===== config.mk =====
export PLATFORM = sky130hd
export DESIGN_NAME = line_memory_flat
export DESIGN_NICKNAME = d
export VERILOG_FILES = /design/src/rtl/line_memory_pkg.sv /design/src/rtl/line_memory_if.sv /design/src/rtl/line_memory_array.sv /design/src/rtl/line_memory.sv /design/src/flat_wrapper.sv
export SDC_FILE = /design/constraint.sdc
export NUM_CORES = 1
export LEC_CHECK = 0
export ABC_AREA = 1
export CORE_MARGIN = 2
export CORE_UTILIZATION = 36
export DETAILED_ROUTE_END_ITERATION = 6
export PLACE_DENSITY = 0.81
export SLEW_MARGIN = 30
export SYNTH_ARGS = -nofsm -noshare
export SYNTH_HDL_FRONTEND = slang
export SYNTH_SLANG_ARGS = --single-unit

===== constraint.sdc =====
create_clock -name clk_i -period 1.82 [get_ports clk_i]
set_input_delay 0.364 -clock clk_i [delete_from_list [all_inputs] [get_ports clk_i]]
set_output_delay 0.364 -clock clk_i [all_outputs]
set_load 0.01 [all_outputs]

===== src/rtl/line_memory_pkg.sv =====
// line_memory shared types and constants.
// The cache imports line_t and ByteOffsetBits from here.
package line_memory_pkg;

  typedef enum logic [1:0] {
    IDLE = 2'd0,
    WAIT = 2'd1,
    RESP = 2'd2
  } lm_state_e;

  localparam int unsigned ByteOffsetBits  = 4;
  localparam int unsigned WordOffsetBits  = 2;
  localparam int unsigned DefWordsPerLine = 4;

  typedef logic [DefWordsPerLine-1:0][31:0] line_t;

  // Power-up word contents: each word holds its own byte address.
  function automatic logic [31:0] addr_pattern(
    input logic [31:0] word_idx
  );
    return word_idx << WordOffsetBits;
  endfunction

endpackage


===== src/rtl/line_memory_if.sv =====
// Line-fill request/response bundle between cache and line_memory.
// master = requester (cache), slave = line_memory.
interface line_memory_if
  import line_memory_pkg::*;
#(
  parameter int unsigned NrWordsPerLine = DefWordsPerLine
) ();

  logic                        req_en_i;
  logic [31:0]                 req_addr_i;
  logic                        resp_valid_o;
  logic [32*NrWordsPerLine-1:0] resp_data_o;
  logic                        busy_o;

  modport master (
    output req_en_i,
    output req_addr_i,
    input  resp_valid_o,
    input  resp_data_o,
    input  busy_o
  );

  modport slave (
    input  req_en_i,
    input  req_addr_i,
    output resp_valid_o,
    output resp_data_o,
    output busy_o
  );

endinterface


===== src/rtl/line_memory_array.sv =====
// line_memory storage and line read mux.
// MEM_PRELOAD_EN adds a word-wide preload write port.
module line_memory_array
  import line_memory_pkg::*;
#(
  parameter int unsigned NrWordsPerLine = 4,
  parameter int unsigned MemWords       = 4096,
  localparam int unsigned WselW = $clog2(NrWordsPerLine),
  localparam int unsigned MemAw = $clog2(MemWords),
  localparam int unsigned IdxW  = MemAw - WselW
) (
`ifdef MEM_PRELOAD_EN
  input  logic                           clk_i,
  input  logic                           pl_we_i,
  input  logic [31:0]                    pl_addr_i,
  input  logic [31:0]                    pl_wdata_i,
`endif
  input  logic [IdxW-1:0]                rd_idx_i,
  output logic [NrWordsPerLine-1:0][31:0] rd_line_o
);

`ifdef MEM_PRELOAD_EN
  // Store the XOR against the address pattern so a zero
  // power-up image already reads back as the pattern.
  logic [31:0] mem_q [MemWords] = '{default: '0};
  logic [MemAw-1:0] wr_a;
  logic unused_pl;

  assign wr_a = pl_addr_i[MemAw+1:WordOffsetBits];
  assign unused_pl = ^{pl_addr_i[31:MemAw+2],
                       pl_addr_i[WordOffsetBits-1:0]};

  always_ff @(posedge clk_i) begin
    if (pl_we_i) begin
      mem_q[wr_a] <= pl_wdata_i ^ addr_pattern(32'(wr_a));
    end
  end

  always_comb begin
    logic [MemAw-1:0] a;
    for (int w = 0; w < NrWordsPerLine; w++) begin
      a = {rd_idx_i, WselW'(w)};
      rd_line_o[w] = mem_q[a] ^ addr_pattern(32'(a));
    end
  end
`else
  always_comb begin
    logic [MemAw-1:0] a;
    for (int w = 0; w < NrWordsPerLine; w++) begin
      a = {rd_idx_i, WselW'(w)};
      rd_line_o[w] = addr_pattern(32'(a));
    end
  end
`endif

endmodule


===== src/rtl/line_memory.sv =====
// Backing-store responder for cache line fills.
// Optional MEM_PRELOAD_EN exposes the pl_* preload port.
module line_memory
  import line_memory_pkg::*;
#(
  parameter int unsigned NrWordsPerLine = 4,
  parameter int unsigned MemWords       = 4096,
  parameter int unsigned Latency        = 4
) (
  input  logic        clk_i,
  input  logic        rstn_i,
`ifdef MEM_PRELOAD_EN
  input  logic        pl_we_i,
  input  logic [31:0] pl_addr_i,
  input  logic [31:0] pl_wdata_i,
`endif
  line_memory_if.slave bus
);

  localparam int unsigned WselW   = $clog2(NrWordsPerLine);
  localparam int unsigned MemAw   = $clog2(MemWords);
  localparam int unsigned LineOff = WordOffsetBits + WselW;
  localparam int unsigned IdxW    = MemAw - WselW;

  typedef logic [NrWordsPerLine-1:0][31:0] lline_t;

  lm_state_e state_q, state_d;
  logic [7:0] cnt_q, cnt_d;
  logic [IdxW-1:0] idx_q, idx_d;
  logic valid_q, valid_d;
  lline_t data_q, data_d;

  logic [IdxW-1:0] req_idx;
  lline_t rd_line;
  logic unused_addr;

  assign req_idx = bus.req_addr_i[MemAw+1:LineOff];
  assign unused_addr = ^{bus.req_addr_i[31:MemAw+2],
                         bus.req_addr_i[LineOff-1:0]};

  line_memory_array #(
    .NrWordsPerLine(NrWordsPerLine),
    .MemWords      (MemWords)
  ) u_array (
`ifdef MEM_PRELOAD_EN
    .clk_i     (clk_i),
    .pl_we_i   (pl_we_i),
    .pl_addr_i (pl_addr_i),
    .pl_wdata_i(pl_wdata_i),
`endif
    .rd_idx_i  (idx_q),
    .rd_line_o (rd_line)
  );

  always_comb begin
    state_d = state_q;
    cnt_d   = cnt_q;
    idx_d   = idx_q;
    valid_d = 1'b0;
    data_d  = '0;
    unique case (state_q)
      IDLE: begin
        if (bus.req_en_i) begin
          idx_d   = req_idx;
          cnt_d   = 8'(Latency - 1);
          state_d = WAIT;
        end
      end
      WAIT: begin
        if (!bus.req_en_i) begin
          state_d = IDLE;
        end else if (req_idx != idx_q) begin
          idx_d = req_idx;
          cnt_d = 8'(Latency - 1);
        end else if (cnt_q == 8'd0) begin
          valid_d = 1'b1;
          data_d  = rd_line;
          state_d = RESP;
        end else begin
          cnt_d = cnt_q - 8'd1;
        end
      end
      // Requester still holds req_en here; never re-accept it.
      RESP: state_d = IDLE;
      default: state_d = IDLE;
    endcase
  end

  always_ff @(posedge clk_i or negedge rstn_i) begin
    if (!rstn_i) begin
      state_q <= IDLE;
      cnt_q   <= '0;
      idx_q   <= '0;
      valid_q <= 1'b0;
      data_q  <= '0;
    end else begin
      state_q <= state_d;
      cnt_q   <= cnt_d;
      idx_q   <= idx_d;
      valid_q <= valid_d;
      data_q  <= data_d;
    end
  end

  assign bus.resp_valid_o = valid_q;
  assign bus.resp_data_o  = data_q;
  assign bus.busy_o       = (state_q != IDLE);

endmodule

===== src/flat_wrapper.sv =====
// flat-port wrapper written by rule: the top's interface ports become plain ports
module line_memory_flat import line_memory_pkg::*;
#(
  parameter int unsigned NrWordsPerLine = 4,
  parameter int unsigned MemWords       = 4096,
  parameter int unsigned Latency        = 4
)
  (clk_i, rstn_i, bus_req_en_i, bus_req_addr_i, bus_resp_valid_o, bus_resp_data_o, bus_busy_o);
  line_memory_if #(.NrWordsPerLine(NrWordsPerLine)) bus_i ();
  input  logic clk_i;
  input  logic rstn_i;
  input wire logic [$bits(bus_i.req_en_i)-1:0] bus_req_en_i;
  input wire logic [$bits(bus_i.req_addr_i)-1:0] bus_req_addr_i;
  output wire logic [$bits(bus_i.resp_valid_o)-1:0] bus_resp_valid_o;
  output wire logic [$bits(bus_i.resp_data_o)-1:0] bus_resp_data_o;
  output wire logic [$bits(bus_i.busy_o)-1:0] bus_busy_o;
  assign bus_i.req_en_i = bus_req_en_i;
  assign bus_i.req_addr_i = bus_req_addr_i;
  assign bus_resp_valid_o = bus_i.resp_valid_o;
  assign bus_resp_data_o = bus_i.resp_data_o;
  assign bus_busy_o = bus_i.busy_o;
  line_memory #(.NrWordsPerLine(NrWordsPerLine), .MemWords(MemWords), .Latency(Latency)) u_core (.clk_i(clk_i), .rstn_i(rstn_i), .bus(bus_i));
endmodule

==> metrics.cfg, run 1 <==
[run_status]
run_status = completed

[cells_and_area]
n_fill_cell = 652
drive_gt1_share_pct = 10.1
finish.net_count = 383
layout.cell_area.non_filler_um2 = 2770
finish.cell_count_without_fillers = 427
num_antenna_cells = 0
area_growth_pct = 12.7

[logic_synthesis]
synth_register_bits = 31
yosysTopAreaCellShare_pct = 36.4
netlist_instances = 309
largest_area_contributor_in_the_netlist = sky130_fd_sc_hd__buf_4
yosys-top-cells-area = sky130_fd_sc_hd__buf_4, sky130_fd_sc_hd__dfrtp_1, sky130_fd_sc_hd__nand2_1
mean_syn_cell_area_um2 = 7.95
synth_flop_cell = sky130_fd_sc_hd__dfrtp_1
yosysWarningCount = 0
synth_seq_area_share_pct = 31.6
async_set_or_reset_register_ratio_after_synthesis_pct = 100
synth_edf_count = 0
yosysMostFrequentCell = sky130_fd_sc_hd__buf_4
synthesis.area_um2 = 2460
post_synth_most_frequent_cells = sky130_fd_sc_hd__buf_4, sky130_fd_sc_hd__nand2_1, sky130_fd_sc_hd__dfrtp_1
yosys.cell_types.count = 23

[route]
avgRoutedWirePerCell_um = 9.85
detail-route-antenna-nets = 0
total_number_of_vias = 1724
first_iter_violations = 125
drc = 0
final_wirelength_mm = 4.21
viasPerCell = 4.04
drt_pre_antenna_iters = 4

[die]
start_util_pct = 36.8
placement_rows = 30
die_w_um = 86.6
core-area_um2 = 6680
die_h_um = 86.6
floorplan.die_area_um2 = 7500
number_of_top_level_pins = 165

[setup_path]
cp_cell_sequence = clkdlybuf4s50_1 -> xnor2_1 -> nand2_1 -> nor2_1 -> buf_4 -> buf_12 -> nand4_1 -> nand3_1 -> nand2_1
arrival_ns = 1.86
required_ns = 1.98
worst_setup_path_end_kind = register
crit_slowest_cell = sky130_fd_sc_hd__clkdlybuf4s50_1
critical-path-top-delay-family = buffers and inverters
timing_worst_setup_path_type = input pin to register
critical-path-max-stage-delay_ns = 0.50
cp_common_cell = sky130_fd_sc_hd__nand2_1
cp-start-kind = input pin
cp.buffers_inverters = 3
critPathMaxFanout = 7

[global_route]
grt_first_pass_wirelength_mm = 6.37
grt_remaining_overflow = 0
grt_start_max_net_pins = 32
global_routing_usage_summed_across_all_routing_layers_pct = 10.6
initial_antenna_violation_count = 0
vias_in_the_first_global_route = 1458

[timing]
final_hold_viol_count = 0
final-max-slew-violation-count = 0
fmaxAchievable_mhz = 588
final_min_period_over_clock_period_pct = 93.4
finClkSkew_ns = 0.00569
final.min_clock_period_ns = 1.70
setup_violations = 0

[clock_tree]
ctsResizeCount = 0
cts_tree = done
clkSinkCount = 31
clk_root_buffer_cell = sky130_fd_sc_hd__clkbuf_8
clk_pin_slew_ns = 0.07
ctsHtreeMaxLevel = 2
postCtsSetupRepairBufs = 0
clk_path_buf_depth = 2
worstSkewPairLatency_ns = 0.28
postCtsHoldBufs = 0
number_of_buffers_created_by_cts = 5

[pwr]
cellPowerDensity_nw_per_um2 = 614
vdd.ir_drop.worst_mv = 0.248
leakagePower_nw = 1.45

[place]
port_buffers = 58
place.detailed.hpwl_mm = 3.22
detailed_place.area_um2 = 2620
dp_cells = 418
gp_routability_congestion = 0.777

[worst_hold_path]
min-delay-path-class = input pin to asynchronous set/reset pin

[flow_run]
cap_violations = 0

## worst reg2reg max path, cell delays in order (launching register included)
cell and delay [ns]:
sky130_fd_sc_hd__dfrtp_1 0.41, sky130_fd_sc_hd__inv_1 0.13, sky130_fd_sc_hd__ha_1 0.16, sky130_fd_sc_hd__nand3_1 0.11, sky130_fd_sc_hd__nor3_4 0.21, sky130_fd_sc_hd__nand4_2 0.21
sky130_fd_sc_hd__buf_4 0.21, sky130_fd_sc_hd__nor2_1 0.09
## placed cells by master, fill, tap and decap left out, types with 3 or more instances in the layout
| master | count |
|---|---|
| sky130_fd_sc_hd__buf_4 | 9 |
| sky130_fd_sc_hd__clkbuf_8 | 6 |
| sky130_fd_sc_hd__clkdlybuf4s50_1 | 58 |
| sky130_fd_sc_hd__conb_1 | 84 |
| sky130_fd_sc_hd__dfrtp_1 | 31 |
| sky130_fd_sc_hd__inv_1 | 29 |
| sky130_fd_sc_hd__nand2_1 | 53 |
| sky130_fd_sc_hd__nand2_2 | 4 |
| sky130_fd_sc_hd__nand3_1 | 5 |
| sky130_fd_sc_hd__nand4_1 | 11 |
| sky130_fd_sc_hd__nor2_1 | 18 |
| sky130_fd_sc_hd__o21ai_0 | 16 |
| sky130_fd_sc_hd__xnor2_1 | 3 |
## layer usage
layer	global-route usage, %	wire [um]	vias up
met5	0	0	-
met2	20.1	2250	95
li1	-	-	822
met1	11.2	1600	801
met3	2.19	292	6
met4	4.55	68	0
## cell type report
type	count	area (um2)	share of cell area [%]
clock buffer	6	82.6	2.98
clock inverter	2	35.0	1.27
inverter	31	116	4.20
multi-input combinational	208	970	35.0
sequential	31	776	28.0
tap	80	100	3.62
timing repair buffer	69	688	24.9
## registers in the layout, indices dropped and copies added (netlist names)
name and count:
u_core.bus.resp_data_o 10, u_core.bus.resp_valid_o 1, u_core.cnt_q 8, u_core.idx_q 10
u_core.state_q 2
## path summary, 6_finish.rpt
kind / from / endpoint / slack [ns] / depth (start not counted)
max: bus_req_addr_i[9] / u_core.cnt_q[1] / 0.12 / 9
min: rstn_i / u_core.idx_q[8] / 0.47 / 2
max reg2reg: u_core.cnt_q[0] / u_core.bus.resp_data_o[6] / 0.22 / 7
min reg2reg: u_core.idx_q[1] / u_core.idx_q[1] / 0.52 / 2
max in group asynchronous: rstn_i / u_core.state_q[1] / 1.05 / 2
min in group clk_i: u_core.idx_q[1] / u_core.idx_q[1] / 0.52 / 2
## cells by family after synthesis
group | share of synthesized area, %
buffers and inverters | 42.8
AND/OR/NAND/NOR | 19.0
flip-flops | 31.6
AO/OA/AOI/OAI | 3.62
XOR/XNOR | 1.78
adder cells (fa/ha/maj) | 1.02
other | 0.153
## stage by stage
stage	hold slack, ns	setup WS, ns	total power [W]	TNS [ns]	utilization [%]
final	0.469	0.119	0.00170	0	41.4
after global routing	0.509	-0.0169	0.00178	-0.0493	41.4
after CTS	0.484	0.0648	0.00170	0	41.0
after detailed placement	0.506	-0.217	0.00101	-3.49	39.2
after global placement	0.490	-0.146	0.000997	-2.64	39.2
after floorplan	0.0684	0.390	0.00106	0	-
## report_power, final
group / switching (W) / total (W) / internal [W]
clock: 0.000252 / 0.000694 / 0.000443
sequential: 0.0000219 / 0.000735 / 0.000713
combinational: 0.000189 / 0.000271 / 0.0000814
Note: power is estimated with default switching activity, not from simulation.
==> run 2: changes to the inputs <==
--- a/config.mk
+++ b/config.mk
@@ -9,8 +9,9 @@
 export CORE_MARGIN = 2
 export CORE_UTILIZATION = 36
 export DETAILED_ROUTE_END_ITERATION = 6
-export PLACE_DENSITY = 0.81
-export SLEW_MARGIN = 30
+export GPL_ROUTABILITY_DRIVEN = 0
+export PLACE_DENSITY_LB_ADDON = 0.08
+export SLEW_MARGIN = 15
 export SYNTH_ARGS = -nofsm -noshare
 export SYNTH_HDL_FRONTEND = slang
 export SYNTH_SLANG_ARGS = --single-unit
==> metrics.cfg, run 2 (synthesis gave the netlist of run 1 again) <==
[timing]
fmaxAchievable_mhz = 596
finClkSkew_ns = 0.0102
min_setup_slack_post_route_ns = 0.141
final-max-slew-violation-count = 0
fin_worst_hold_slack_ns = 0.416
final.min_clock_period_ns = 1.68
final_hold_viol_count = 0
final_min_period_over_clock_period_pct = 92.3
setup_violations = 0

[clock_tree]
clk_root_buffer_cell = sky130_fd_sc_hd__clkbuf_8
ctsHtreeMaxLevel = 2
cts_tree = done
worstSkewPairLatency_ns = 0.29
clkSinkCount = 31
clk_path_buf_depth = 2
number_of_buffers_created_by_cts = 5
clk_pin_slew_ns = 0.07

[die]
die_h_um = 86.6
placement_rows = 30
number_of_top_level_pins = 165
die_w_um = 86.6
core-area_um2 = 6680
floorplan.die_area_um2 = 7500
start_util_pct = 36.8

[route]
drt_pre_antenna_iters = 4
drc = 0
first_iter_violations = 91
avgRoutedWirePerCell_um = 9.50
detail-route-antenna-nets = 0
total_number_of_vias = 1659
final_wirelength_mm = 4.09
viasPerCell = 3.86

[pwr]
power.sequential.fraction_pct = 47.2
clockPowerShare_pct = 35.0
internal-power_w = 0.00107
cellPowerDensity_nw_per_um2 = 560
psw_w = 0.000486
swShare_pct = 31.3
vdd.ir_drop.worst_mv = 0.215
pwr-share-comb_pct = 17.9
leakagePower_nw = 1.46

[global_route]
groute.layer.met2.usage_pct = 16.0
grt_first_pass_wirelength_mm = 6.24
grt_met3_use_pct = 2.67
grt_remaining_overflow = 0
initial_antenna_violation_count = 0
grt_start_max_net_pins = 32
grt.met1_usage_pct = 14.6
vias_in_the_first_global_route = 1279
global_routing_usage_summed_across_all_routing_layers_pct = 10.6
gr-max-usage-layer = met2

[setup_path]
critical-path-top-delay-family = buffers and inverters
cp.buffers_inverters = 2
worst_setup_path_end_kind = register
arrival_ns = 1.84
crit_slowest_cell = sky130_fd_sc_hd__clkdlybuf4s50_1
critical-path-max-stage-delay_ns = 0.53
worst-r2r-cell-count = 7
timing_worst_setup_path_type = input pin to register
cp-start-kind = input pin
critPathMaxFanout = 8
cp_cell_sequence = clkdlybuf4s50_1 -> xnor2_1 -> nand2_1 -> nor2_1 -> buf_4 -> nand3_4 -> nand2_8 -> o21ai_0
critical_path_cell_count = 8
required_ns = 1.98

[cells_and_area]
finish.net_count = 386
layout.cell_area.non_filler_um2 = 2770
drive_gt1_share_pct = 10.6
finish.cell_count_without_fillers = 430
num_antenna_cells = 0
layout.core_utilization_pct = 41.5
n_fill_cell = 712
area_growth_pct = 12.8
mostFrequentLayoutCells = sky130_fd_sc_hd__conb_1, sky130_fd_sc_hd__clkdlybuf4s50_1, sky130_fd_sc_hd__nand2_1
final_common_cell = sky130_fd_sc_hd__conb_1

[place]
detailed_place.area_um2 = 2620
place_worst_setup_slack_ns = -0.247
dp_cells = 419
place.detailed.hpwl_mm = 3.07
port_buffers = 58

[worst_hold_path]
min-delay-path-class = input pin to register
whs_path_depth = 3

[run_status]
run_status = completed

[flow_run]
cap_violations = 0

==> run 2: metal layers <==
metal  up-vias  wire length [um]
met2        99              1810
met3         7               416
li1        822                 -
met5         -                 0
met1       731              1790
met4         0                64
==> run 2: power by group through the flow <==
stage / Sequential, W / Combinational (W) / Clock [W]
finish: 0.000733 / 0.000277 / 0.000543
global route: 0.000737 / 0.000315 / 0.000595
CTS: 0.000732 / 0.000266 / 0.000566
detailed placement: 0.000745 / 0.000265 / 0
global placement: 0.000745 / 0.000265 / 0
floorplan: 0.000742 / 0.000319 / 0
==> run 2: stage by stage <==
step,TNS [ns],power [W]
6_report,0,0.00155
5_1_grt,-0.00175,0.00165
4_1_cts,0,0.00156
3_5_place_dp,-3.95,0.00101
3_3_place_gp,-3.91,0.00101
2_1_floorplan,0,0.00106
==> run 2: repair_timing <==
action | in CTS | in global routing
setup buffers | 0 | 2
hold buffers | 0 | 0
setup endpoints to repair | 0 | 16
gates resized for setup | 0 | 5
==> run 2: area by class of cell <==
| cell class | instances | area, um2 | share of cell area, % |
|---|---|---|---|
| Clock inverter | 3 | 20.0 | 0.722 |
| Clock buffer | 5 | 68.8 | 2.48 |
| Tap cell | 80 | 100 | 3.61 |
| Timing Repair Buffer | 72 | 717 | 25.9 |
| Sequential cell | 31 | 776 | 28.0 |
| Multi-Input combinational cell | 208 | 973 | 35.1 |
| Inverter | 31 | 116 | 4.20 |
==> run 2: tightest hold or removal path, delay by kind of cell <==
family	cells	cell delay (ns)
buf+inv	2	0.21
compound gates	1	0.08
==> run 2: worst paths after layout <==
path / slack [ns] / start / to
max in group asynchronous: 1.06 / rstn_i / u_core.idx_q[2]
worst min register to register: 0.51 / u_core.idx_q[2] / u_core.idx_q[2]
worst max register to register: 0.23 / u_core.cnt_q[0] / u_core.bus.resp_data_o[7]
min in group asynchronous: 0.46 / rstn_i / u_core.cnt_q[5]
worst min-delay path: 0.42 / bus_req_addr_i[4] / u_core.idx_q[0]
worst max-delay path: 0.14 / bus_req_addr_i[8] / u_core.cnt_q[2]
==> run 3: changes to the inputs <==
--- a/config.mk
+++ b/config.mk
@@ -6,7 +6,7 @@
 export NUM_CORES = 1
 export LEC_CHECK = 0
 export ABC_AREA = 1
-export CORE_MARGIN = 2
+export CORE_ASPECT_RATIO = 0.8
 export CORE_UTILIZATION = 36
 export DETAILED_ROUTE_END_ITERATION = 6
 export GPL_ROUTABILITY_DRIVEN = 0
==> metrics.cfg, run 3 (synthesis gave the netlist of run 1 again) <==
[run_status]
run_status = completed

[cells_and_area]
finish.cell_count_without_fillers = 438
drive_gt1_share_pct = 11.6
n_fill_cell = 673
layout.core_utilization_pct = 43.1
num_antenna_cells = 0
area_growth_pct = 13.6
finish.net_count = 390
final_common_cell = sky130_fd_sc_hd__conb_1
mostFrequentLayoutCells = sky130_fd_sc_hd__conb_1, sky130_fd_sc_hd__clkdlybuf4s50_1, sky130_fd_sc_hd__nand2_1

[setup_path]
critPathMaxFanout = 4
timing_worst_setup_path_type = input pin to register
cp.buffers_inverters = 4
critical-path-top-delay-family = buffers and inverters
cp_cell_sequence = clkdlybuf4s50_1 -> inv_1 -> nand2_1 -> nand2_1 -> nor2_1 -> nand2_1 -> nor2_4 -> buf_4 -> nand3_4 -> buf_4 -> nand3_1 -> nand2_1
crit_slowest_cell = sky130_fd_sc_hd__clkdlybuf4s50_1
arrival_ns = 1.83
critical-path-max-stage-delay_ns = 0.48
cp_common_cell = sky130_fd_sc_hd__nand2_1
required_ns = 1.98
worst_setup_path_end_kind = register
cp-start-kind = input pin

[timing]
final.min_clock_period_ns = 1.67
fmaxAchievable_mhz = 599
final-max-slew-violation-count = 0
final_hold_viol_count = 0
finClkSkew_ns = 0.00809
final_min_period_over_clock_period_pct = 91.7
unrepaired_setup_endpoints_after_global_routing = false
setup_violations = 0

[die]
core-area_um2 = 6470
placement_rows = 26
die_w_um = 94.3
start_util_pct = 37.9
number_of_top_level_pins = 165
die_h_um = 75.9
floorplan.die_area_um2 = 7160

[clock_tree]
cts_tree = done
worstSkewPairLatency_ns = 0.28
number_of_buffers_created_by_cts = 5
clk_pin_slew_ns = 0.07
ctsHtreeMaxLevel = 2
clk_root_buffer_cell = sky130_fd_sc_hd__clkbuf_8
postCtsSetupRepairBufs = 0
clkSinkCount = 31
clk_path_buf_depth = 2

[place]
port_buffers = 58
dp_cells = 430
place.detailed.hpwl_mm = 3.11

[route]
avgRoutedWirePerCell_um = 9.02
first_iter_violations = 77
drt_pre_antenna_iters = 4
viasPerCell = 3.73
drc = 0
detail-route-antenna-nets = 0
total_number_of_vias = 1632
final_wirelength_mm = 3.95

[global_route]
vias_in_the_first_global_route = 1301
initial_antenna_violation_count = 0
global_routing_usage_summed_across_all_routing_layers_pct = 11.6
grt_start_max_net_pins = 32
grt_remaining_overflow = 0
grt_first_pass_wirelength_mm = 6.27

[pwr]
post-layout-total-power_w = 0.00160
cellPowerDensity_nw_per_um2 = 574
vdd.ir_drop.worst_mv = 0.255
leakagePower_nw = 1.47

[worst_hold_path]
min-delay-path-class = input pin to asynchronous set/reset pin

[flow_run]
cap_violations = 0

## run 3: cell types whose count changed in the layout (fill, tap and decap cells not counted)
cell / before / now
sky130_fd_sc_hd__clkinv_2: 1 / 0
sky130_fd_sc_hd__clkbuf_8: 5 / 7
sky130_fd_sc_hd__clkdlybuf4s50_1: 57 / 58
sky130_fd_sc_hd__clkinvlp_4: 2 / 0
sky130_fd_sc_hd__dlymetal6s2s_1: 1 / 0
sky130_fd_sc_hd__buf_6: 1 / 0
sky130_fd_sc_hd__nand2_8: 2 / 1
sky130_fd_sc_hd__nor2_2: 2 / 3
sky130_fd_sc_hd__buf_12: 2 / 1
sky130_fd_sc_hd__clkbuf_1: 0 / 1
sky130_fd_sc_hd__nor2_1: 18 / 17
sky130_fd_sc_hd__buf_4: 11 / 18
## run 3: timing repair
action,in CTS,in global routing
setup endpoints to repair,0,12
endpoints found under the hold margin,0,0
gates resized for setup,0,3
hold buffers,0,0
## run 3: cell type report
cell class                 instances  area (um2)  area share [%]
clock buffer                       8         100            3.59
timing repair buffer              77         736            26.4
multi-input combinational        207         956            34.3
sequential                        31         776            27.8
inverter                          31         116            4.17
tap                               84         105            3.77
## run 3: final timing paths
| path | start | endpoint | slack (ns) | cells past startpoint |
|---|---|---|---|---|
| hold / removal | rstn_i | u_core.idx_q[0] | 0.49 | 2 |
| setup reg to reg | u_core.cnt_q[0] | u_core.bus.resp_data_o[10] | 0.23 | 7 |
| min in group clk_i | u_core.idx_q[1] | u_core.idx_q[1] | 0.52 | 2 |
| setup / recovery | bus_req_addr_i[13] | u_core.cnt_q[1] | 0.15 | 12 |
| hold reg to reg | u_core.idx_q[1] | u_core.idx_q[1] | 0.52 | 2 |
| max in group asynchronous | rstn_i | u_core.cnt_q[5] | 1.04 | 2 |
## run 3: routing by layer
layer | GRT usage [%] | share of wire, % | vias to the layer above
li1 | - | - | 829
met1 | 16.2 | 49 | 708
met2 | 17.1 | 41 | 90
met3 | 3.59 | 8.7 | 5
met4 | 4.10 | 1.1 | 0
met5 | 0 | 0 | -
## run 3: per-stage QoR
stage | setup WS, ns | hold slack, ns | setup TNS (ns) | instance area, um2
final | 0.150 | 0.488 | 0 | 2790
after global routing | 0.0256 | 0.523 | 0 | 2790
after CTS | 0.0733 | 0.498 | 0 | 2770
after floorplan | 0.390 | 0.0684 | 0 | 2770
after detailed placement | -0.216 | 0.499 | -4.90 | 2670
after global placement | -0.224 | 0.494 | -5.22 | 2670
## run 3: where the power goes
part           leakage [nW]  switching (W)  internal (W)
clock network        0.0515       0.000249      0.000345
registers             0.407      0.0000196      0.000713
logic                  1.01       0.000186     0.0000894
total                  1.47       0.000454       0.00115
## run 3: worst register-to-register path, delay by kind of cell, from the launching register on
family / cells / cell delay (ns)
simple gates: 4 / 0.61
flops: 1 / 0.41
buf+inv: 2 / 0.34
fa+ha+maj: 1 / 0.16
